--- config.mk ---
export PLATFORM = sky130hd
export DESIGN_NAME = uart_tx_param_flat
export DESIGN_NICKNAME = d
export VERILOG_FILES = /design/src/rtl/uart_pkg.sv /design/src/rtl/uart_tx_param_if.sv /design/src/rtl/uart_baud_gen.sv /design/src/rtl/uart_tx_param.sv /design/src/flat_wrapper.sv
export SDC_FILE = /design/constraint.sdc
export NUM_CORES = 1
export LEC_CHECK = 0
export CAP_MARGIN = 0
export CORE_ASPECT_RATIO = 0.7
export CORE_MARGIN = 2
export CORE_UTILIZATION = 49
export DETAILED_ROUTE_END_ITERATION = 8
export PLACE_DENSITY = 0.72
export SLEW_MARGIN = 20
export SYNTH_ARGS = -nofsm -noshare
export SYNTH_HDL_FRONTEND = slang
export SYNTH_SLANG_ARGS = --single-unit
--- constraint.sdc ---
create_clock -name clk -period 2 [get_ports clk]
set_clock_uncertainty 0.2 [all_clocks]
set_input_delay 0.3 -clock clk [delete_from_list [all_inputs] [get_ports clk]]
set_output_delay 0.3 -clock clk [all_outputs]
set_load 0.05 [all_outputs]
--- src/rtl/uart_pkg.sv ---
// Shared UART types and elaboration helpers for the transmitter (and the future receiver).
package uart_pkg;

  typedef enum logic [2:0] {
    IDLE,
    START,
    DATA,
    PARITY,
    STOP
  } uart_tx_state_t;

  localparam int DATA_BITS_MIN = 5;
  localparam int DATA_BITS_MAX = 9;
  localparam int STOP_BITS_MIN = 1;
  localparam int STOP_BITS_MAX = 2;

  function automatic int clks_per_bit(input int clk_freq, input int baud_rate);
    return clk_freq / baud_rate;
  endfunction

endpackage

--- src/rtl/uart_tx_param_if.sv ---
// Producer-side valid/ready handshake for uart_tx_param; master = producer, slave = transmitter.
interface uart_tx_param_if #(
  parameter int DATA_BITS = 8
) ();
  logic                 tx_valid;
  logic [DATA_BITS-1:0] tx_data;
  logic                 tx_ready;
  logic                 parity_en;
  logic                 parity_odd;

  modport master (output tx_valid, tx_data, parity_en, parity_odd, input tx_ready);
  modport slave  (input tx_valid, tx_data, parity_en, parity_odd, output tx_ready);
endinterface

--- src/rtl/uart_baud_gen.sv ---
// Baud clock-enable: counts 0..CLKS_PER_BIT-1, tick on the last count, held at 0 by clear.
module uart_baud_gen #(
  parameter int CLKS_PER_BIT = 104
) (
  input  logic clk,
  input  logic rst_n,
  input  logic clear,
  output logic tick
);
  localparam int CNT_W = $clog2(CLKS_PER_BIT);
  localparam logic [CNT_W-1:0] LAST = CNT_W'(CLKS_PER_BIT - 1);

  logic [CNT_W-1:0] cnt_q;

  always_ff @(posedge clk or negedge rst_n) begin
    if (!rst_n) begin
      cnt_q <= '0;
    end else if (clear || tick) begin
      cnt_q <= '0;
    end else begin
      cnt_q <= cnt_q + 1'b1;
    end
  end

  assign tick = (cnt_q == LAST);
endmodule

--- src/rtl/uart_tx_param.sv ---
// Parametrised UART transmitter: start, DATA_BITS LSB-first, optional parity, STOP_BITS stop.
// Parity support is compiled in only when UART_TX_PARITY_EN is defined.
//
// state  | meaning
// IDLE   | line high, tx_ready=1, waiting for tx_valid
// START  | start bit (low) for one bit time
// DATA   | shifting out data bits, LSB first
// PARITY | parity bit (only with UART_TX_PARITY_EN)
// STOP   | STOP_BITS high bit times, tx_done on the final tick
module uart_tx_param
  import uart_pkg::*;
#(
  parameter int CLK_FREQ  = 1000000,
  parameter int BAUD_RATE = 9600,
  parameter int DATA_BITS = 8,
  parameter int STOP_BITS = 1
) (
  input  logic           clk,
  input  logic           rst_n,
  uart_tx_param_if.slave bus,
  output logic           tx,
  output logic           busy,
  output logic           tx_done
);
  localparam int CLKS_PER_BIT = clks_per_bit(CLK_FREQ, BAUD_RATE);
  localparam logic [3:0] LAST_DATA = 4'(DATA_BITS - 1);
  localparam logic [3:0] LAST_STOP = 4'(STOP_BITS - 1);

  if (CLKS_PER_BIT < 2) begin : g_bad_baud
    $error("uart_tx_param: CLK_FREQ/BAUD_RATE must be at least 2");
  end
  if (DATA_BITS < DATA_BITS_MIN || DATA_BITS > DATA_BITS_MAX) begin : g_bad_data
    $error("uart_tx_param: DATA_BITS out of range");
  end
  if (STOP_BITS < STOP_BITS_MIN || STOP_BITS > STOP_BITS_MAX) begin : g_bad_stop
    $error("uart_tx_param: STOP_BITS out of range");
  end

  uart_tx_state_t       state_q, state_d;
  logic [DATA_BITS-1:0] shift_q, shift_d;
  logic [3:0]           bit_cnt_q, bit_cnt_d;
  logic                 tx_q, tx_d;
  logic                 ready_q, busy_q, done_q, done_d;
  logic                 tick;

`ifdef UART_TX_PARITY_EN
  logic par_act_q, par_act_d, par_bit_q, par_bit_d;
`else
  logic unused_parity_cfg;
  assign unused_parity_cfg = bus.parity_en ^ bus.parity_odd;
`endif

  // Counter is held clear while idle so the first bit after accept is a full bit time.
  uart_baud_gen #(.CLKS_PER_BIT(CLKS_PER_BIT)) u_baud (
    .clk  (clk),
    .rst_n(rst_n),
    .clear(state_q == IDLE),
    .tick (tick)
  );

  always_comb begin
    state_d   = state_q;
    shift_d   = shift_q;
    bit_cnt_d = bit_cnt_q;
    tx_d      = tx_q;
    done_d    = 1'b0;
`ifdef UART_TX_PARITY_EN
    par_act_d = par_act_q;
    par_bit_d = par_bit_q;
`endif
    case (state_q)
      IDLE: begin
        if (bus.tx_valid && ready_q) begin
          state_d   = START;
          shift_d   = bus.tx_data;
          bit_cnt_d = '0;
          tx_d      = 1'b0;
`ifdef UART_TX_PARITY_EN
          par_act_d = bus.parity_en;
          par_bit_d = (^bus.tx_data) ^ bus.parity_odd;
`endif
        end
      end
      START: begin
        if (tick) begin
          state_d = DATA;
          tx_d    = shift_q[0];
        end
      end
      DATA: begin
        if (tick) begin
          shift_d = shift_q >> 1;
          if (bit_cnt_q == LAST_DATA) begin
            bit_cnt_d = '0;
            state_d   = STOP;
            tx_d      = 1'b1;
`ifdef UART_TX_PARITY_EN
            if (par_act_q) begin
              state_d = PARITY;
              tx_d    = par_bit_q;
            end
`endif
          end else begin
            bit_cnt_d = bit_cnt_q + 1'b1;
            tx_d      = shift_q[1];
          end
        end
      end
`ifdef UART_TX_PARITY_EN
      PARITY: begin
        if (tick) begin
          state_d = STOP;
          tx_d    = 1'b1;
        end
      end
`endif
      STOP: begin
        if (tick) begin
          tx_d = 1'b1;
          if (bit_cnt_q == LAST_STOP) begin
            state_d   = IDLE;
            bit_cnt_d = '0;
            done_d    = 1'b1;
          end else begin
            bit_cnt_d = bit_cnt_q + 1'b1;
          end
        end
      end
      default: begin
        state_d = IDLE;
        tx_d    = 1'b1;
      end
    endcase
  end

  always_ff @(posedge clk or negedge rst_n) begin
    if (!rst_n) begin
      state_q   <= IDLE;
      shift_q   <= '0;
      bit_cnt_q <= '0;
      tx_q      <= 1'b1;
      ready_q   <= 1'b1;
      busy_q    <= 1'b0;
      done_q    <= 1'b0;
    end else begin
      state_q   <= state_d;
      shift_q   <= shift_d;
      bit_cnt_q <= bit_cnt_d;
      tx_q      <= tx_d;
      ready_q   <= (state_d == IDLE);
      busy_q    <= (state_d != IDLE);
      done_q    <= done_d;
    end
  end

`ifdef UART_TX_PARITY_EN
  always_ff @(posedge clk or negedge rst_n) begin
    if (!rst_n) begin
      par_act_q <= 1'b0;
      par_bit_q <= 1'b0;
    end else begin
      par_act_q <= par_act_d;
      par_bit_q <= par_bit_d;
    end
  end
`endif

  assign bus.tx_ready = ready_q;
  assign tx           = tx_q;
  assign busy         = busy_q;
  assign tx_done      = done_q;
endmodule

--- src/flat_wrapper.sv ---
// flat-port wrapper written by rule: the top's interface ports become plain ports
module uart_tx_param_flat import uart_pkg::*;
#(
  parameter int CLK_FREQ  = 1000000,
  parameter int BAUD_RATE = 9600,
  parameter int DATA_BITS = 8,
  parameter int STOP_BITS = 1
)
  (clk, rst_n, tx, busy, tx_done, bus_tx_valid, bus_tx_data, bus_parity_en, bus_parity_odd, bus_tx_ready);
  uart_tx_param_if #(.DATA_BITS(DATA_BITS)) bus_i ();
  input  logic clk;
  input  logic rst_n;
  output logic tx;
  output logic busy;
  output logic tx_done;
  input wire logic [$bits(bus_i.tx_valid)-1:0] bus_tx_valid;
  input wire logic [$bits(bus_i.tx_data)-1:0] bus_tx_data;
  input wire logic [$bits(bus_i.parity_en)-1:0] bus_parity_en;
  input wire logic [$bits(bus_i.parity_odd)-1:0] bus_parity_odd;
  output wire logic [$bits(bus_i.tx_ready)-1:0] bus_tx_ready;
  assign bus_i.tx_valid = bus_tx_valid;
  assign bus_i.tx_data = bus_tx_data;
  assign bus_i.parity_en = bus_parity_en;
  assign bus_i.parity_odd = bus_parity_odd;
  assign bus_tx_ready = bus_i.tx_ready;
  uart_tx_param #(.CLK_FREQ(CLK_FREQ), .BAUD_RATE(BAUD_RATE), .DATA_BITS(DATA_BITS), .STOP_BITS(STOP_BITS)) u_core (.clk(clk), .rst_n(rst_n), .bus(bus_i), .tx(tx), .busy(busy), .tx_done(tx_done));
endmodule
Word-level counts from Yosys, hierarchy flattened
Cells that the tools add are included. W data, S select, Z words.

Logic and storage cells: 56. Bits of input ports: 13. Register bits: 26.

Muxes and demuxes: 26. Add/subtract/negate cells: 2. Reductions and logical operators: 11. Eq/ne operators: 9.

Operators with widths (count): $mux W4 (5); $mux W3 (6); $mux W8 (2); $pmux W8 S2 (1); $pmux W3 S4 (1); $pmux W4 S3 (1); $mux W1 (8); $reduce_and A4 Y1 (2); $add A7 B1 Y7 const B (1); $eq A7 B7 Y1 const B (1); $mux W7 (1); $logic_not A3 Y1 (2); $ne A2 B2 Y1 const B (3); $reduce_bool A3 Y1 (2); $add A4 B1 Y4 const B (1); $eq A4 B3 Y1 const B (1); $logic_not A4 Y1 (1); $pmux W1 S4 (1); $eq A3 B1 Y1 const B (1); $eq A3 B2 Y1 const B (1); $eq A3 B3 Y1 const B (1); $reduce_and A3 Y1 (1); $ne A2 B1 Y1 const B (1); $reduce_bool A2 Y1 (1); 2 further kinds (2).

Depth between registers and ports, before layout
Word-level depth: 5. Gate-level depth with buffers: 6. Depth with buffers taken out: 6.

Modules after synthesis
From an unflattened synthesis, not the netlist that was laid out.

Cell total of the unflattened synthesis: 138. Area, all modules: 1448.9 um^2.

By module, submodules not included: uart_tx_param (area an instance 1109.8 um^2, cells an instance 105, instances 1); uart_baud_gen (area an instance 339.1 um^2, cells an instance 33, instances 1).

Worst setup path after synthesis
OpenSTA, ideal clock, no wires.

Kind: reg-to-reg. Start point: reg u_core.u_baud.cnt_q[0]. End point: reg u_core.shift_q[0]. Arrival time: 1.712 ns. Library setup time: 0.125 ns. Stages on the path, launching flop included: 7. Path slack: -0.037 ns. Data required time: 1.675 ns. Cells stage by stage: dfrtp_1 ha_1 and3_1 clkbuf_1 and3_1 o21ai_2 mux2_2.

Cells in the longest elaborated chain, start to end: 3.

Ends and longest elaborated chain: from (decl) (RTL line uart_baud_gen.sv:13) `logic [CNT_W-1:0] cnt_q;`; from (signal assigned) (RTL line uart_baud_gen.sv:21) `cnt_q <= cnt_q + 1'b1;`; $eq A7 B7 Y1 (RTL line uart_baud_gen.sv:25) `assign tick = (cnt_q == LAST);`; $ne A2 B2 Y1 (no line); $reduce_and A3 Y1 (no line); to (signal assigned) (RTL line uart_tx_param.sv:147) `shift_q <= shift_d;`; to (decl) (RTL line uart_tx_param.sv:40) `logic [DATA_BITS-1:0] shift_q, shift_d;`.

Every way passes these cells. A chain may end at the register's enable or synchronous reset.

Worst setup path in the final report
Start point: reg u_core.u_baud.cnt_q[3]. End point: reg u_core.bit_cnt_q[2].

Cells in the longest elaborated chain, start to end: 3. Elaborated cells between the ends (all ways): 4. Classes of those cells: eq/ne: 3; reduce/logical: 1.

Ends and longest elaborated chain: $eq A7 B7 Y1 * (RTL line uart_baud_gen.sv:25); $ne A2 B2 Y1 (no line); $reduce_and A4 Y1 (no line) *; to (signal assigned) (RTL line uart_tx_param.sv:148) `bit_cnt_q <= bit_cnt_d;`; to (decl) (RTL line uart_tx_param.sv:41) `logic [3:0] bit_cnt_q, bit_cnt_d;`.

Every way passes the cells marked *; elsewhere a longest branch is shown, timed or not.

==> flow_summary_export.csv <==
group,metric,value,unit
sta,fin_crit,1.98,ns
routing,vias_per_cell,5.62,
worst_setup_path,critPathLaunchType,"register",
placed_design,io_buffer_count,14,
floorplan,start_util,0.511,
cells_and_area,layout_commonest_cell,"dfrtp_1",
clocking,insertion_delay,0.27,ns
worst_setup_path,crit_buf_inv,0,
clocking,cts_tree,"done",
power_and_ir_drop,seq_power_share,0.494,
worst_setup_path,crit_fanout,4,
cells_and_area,fillers,213,
grt,first_global_vias,1052,
cells_and_area,multi_input_area,781,µm²
yosys,syn_nets,142,
placed_design,dpl_cell_area,1700,µm²
yosys,postSynthAreaPerCell,11.3,µm²
worst_setup_path,crit_arrival,1.95,ns
worst_setup_path,cp.required,1.97,ns
yosys,netlist_area,1420,µm²
yosys,syn_inst,126,
routing,drt_iter0_drc,95,
sta,worstMarginPinSlew,0.486,ns
clocking,cts_max_level,1,
worst_setup_path,cp_common_cell,"o31a_1",
power_and_ir_drop,power_frac_comb,0.332,
floorplan,dieArea,3350,µm²
yosys,synth_seq_cells,26,
placed_design,gp_congestion,0.759,
floorplan,die_w,68.4,µm
sta,whs,0.184,ns
cells_and_area,drive_above_1_share,0.372,
grt,grt_start_max_net_pins,27,
routing,route.detailed.drc,0,
power_and_ir_drop,peakVddDrop,0.705,mV
grt,grt-ovfl-total,0,
clocking,clk_pin_slew_worst_paths,0.09,ns
grt,grt_usage,0.189,
floorplan,fp.dieH,49.1,µm
hold_path,hold_path_class,"input port to async pin",
outcome,status,"complete, no violations",
yosys,synthSimpleGateAreaFrac,0.197,
job,maxCapViolCount,0,
clocking,root_buffer,"clkbuf_8",
sta,finalHoldViolCount,0,
cells_and_area,fin_nets,174,
cells_and_area,finalInstanceArea,1800,µm²
sta,min_period_over_period,0.990,
power_and_ir_drop,p_int,0.00113,W
clocking,cts_sinks,26,
grt,antenna_found_initial,0,
routing,totalWireLength,2.89,mm
yosys,synth_top_family_by_area,"simple AND/OR/NAND/NOR gates",
floorplan,core_area,2780,µm²
placed_design,place_ws,-0.0985,ns
sta,setup_viol,0,
cells_and_area,area_delta_synth_final,26.9,%
yosys,synthAdderAreaFrac,0.0264,
worst_setup_path,crit_family,"compound AO/OA/AOI/OAI gates",
routing,antenna_left,0,
sta,setup_ws,0.0201,ns
yosys,synth_compound_area_frac,0.129,
power_and_ir_drop,cellPowerDensity,922,nW/µm²
clocking,cts_buffers,3,
floorplan,io-pin-count,17,
yosys,synth.area.mux_share,0.133,
power_and_ir_drop,leakage,0.752,nW
yosys,synth_xor_area_frac,0.0246,
floorplan,row_count,16,
cells_and_area,layout_common_cells,"dfrtp_1, buf_4, mux2_2",
cells_and_area,post-route-util,0.648,
worst_setup_path,cp_slowest_cell,"or3b_4",
cells_and_area,diodes,0,
cells_and_area,regArea,656,µm²
routing,post_drt_wl_per_cell,15.1,µm
worst_setup_path,cp_cell_sequence,"or3b_4, o31a_1, o31a_1, a31o_1",
routing,firstDrtPassIters,4,
power_and_ir_drop,switching_share,0.324,
worst_setup_path,crit_type,"register to register",
grt,grt_pass1_wl,4.78,mm
yosys,ys_types,47,
worst_setup_path,critPathCaptureType,"register",
placed_design,hpwl,2.15,mm
yosys,yosysWarnings,0,
sta,fmax,505,MHz
power_and_ir_drop,power_switching,0.000539,W
yosys,ys_seq_area_frac,0.460,
clocking,clockBufferDepth,2,
sta,slew_viol_final,0,
sta,slew_headroom,0.675,
routing,vias,1079,
worst_setup_path,slowest_delay,0.44,ns
power_and_ir_drop,clkPwrFrac,0.174,
==> state kept, by name (all words and copies together) (netlist names) <==
name	count
u_core.tx_done	1
u_core.busy	1
u_core.shift_q	8
u_core.bit_cnt_q	4
u_core.state_q	3
u_core.bus.tx_ready	1
u_core.tx	1
u_core.u_baud.cnt_q	7
==> layout make-up <==
class | count | share of cell area
clock buffer | 3 | 0.0229
sequential | 26 | 0.363
multi-input combinational | 91 | 0.433
timing repair buffer | 31 | 0.146
tap | 36 | 0.0250
inverter | 5 | 0.0104
==> metal layers <==
| layer | vias to the layer above | GRT usage | wire length (µm) |
|---|---|---|---|
| li1 | 528 | - | - |
| met1 | 536 | 0.265 | 1440 |
| met5 | - | 0 | 0 |
| met2 | 13 | 0.299 | 1350 |
| met4 | 0 | 0.0400 | 19 |
| met3 | 2 | 0.0416 | 81 |
==> per-stage QoR <==
stage	cells	power, W	setup TNS [ns]
finish	192	0.00166	0
global route	192	0.00176	-0.0286
CTS	192	0.00164	0
detailed placement	187	0.00135	-0.239
global placement	187	0.00132	-0.0759
floorplan	126	0.00114	0
==> power groups by stage <==
stage          Sequential (W)  Combinational [W]  Clock [W]
4_1_cts              0.000809           0.000541   0.000294
6_report             0.000822           0.000552   0.000290
2_1_floorplan        0.000857           0.000280          0
5_1_grt              0.000842           0.000601   0.000314
3_3_place_gp         0.000807           0.000511          0
3_5_place_dp         0.000820           0.000528          0
==> repair_timing <==
item / CTS / global route
hold buffers: 0 / 0
endpoints found under the setup margin: 5 / 13
buffers inserted: 2 / 0
pin swaps: 1 / 0
resized for setup: 3 / 9
==> kinds of logic (layout without fill, tap and decap cells) <==
logic type,count (synthesis),in the layout
AO/OA/AOI/OAI,24,24
XOR/XNOR,4,4
adder cells (fa/ha/maj),3,3
buffers and inverters,9,39
flip-flops,26,26
multiplexers,17,17
AND/OR/NAND/NOR,43,43
==> cell usage after synthesis (all sizes together) <==
cell type	instances	area share
a311oi	1	0.0062
o21bai	1	0.0053
o2bb2ai	1	0.0062
nor2	6	0.016
a22oi	1	0.0053
or3b	3	0.020
and2b	1	0.0062
and3	4	0.018
nand3b	1	0.0053
o22ai	1	0.0088
nand4	1	0.0044
o21ai	5	0.020
xnor2	2	0.012
a2111oi	1	0.0062
inv	5	0.013
nor2b	2	0.0088
mux2	15	0.12
xor2	2	0.012
clkbuf	1	0.0026
ha	3	0.026
dfstp	2	0.037
a31o	2	0.012
a21oi	3	0.011
a22o	1	0.0062
a311o	1	0.0070
o31a	2	0.012
dfrtp	24	0.42
and3b	2	0.012
a21boi	1	0.0053
a31oi	1	0.0044
or3	1	0.0044
o221ai	1	0.0062
or4b	1	0.0070
nand3	4	0.014
mux2i	2	0.014
nand2b	1	0.0044
buf	3	0.015
o311ai	1	0.0062
nor3	8	0.035
nor3b	5	0.033
nand2	3	0.0079
==> worst paths after layout <==
check	start	to	slack (ns)	cells after the start
worst max register to register	u_core.u_baud.cnt_q[3]	u_core.bit_cnt_q[2]	0.02	4
min in group clk	u_core.u_baud.cnt_q[0]	u_core.u_baud.cnt_q[0]	0.27	1
worst max-delay path	u_core.u_baud.cnt_q[3]	u_core.bit_cnt_q[2]	0.02	4
worst min register to register	u_core.u_baud.cnt_q[0]	u_core.u_baud.cnt_q[0]	0.27	1
max in group asynchronous	rst_n	u_core.bus.tx_ready	1.09	2
worst min-delay path	rst_n	u_core.bit_cnt_q[2]	0.18	2
Power figures use the tool's default switching activity.
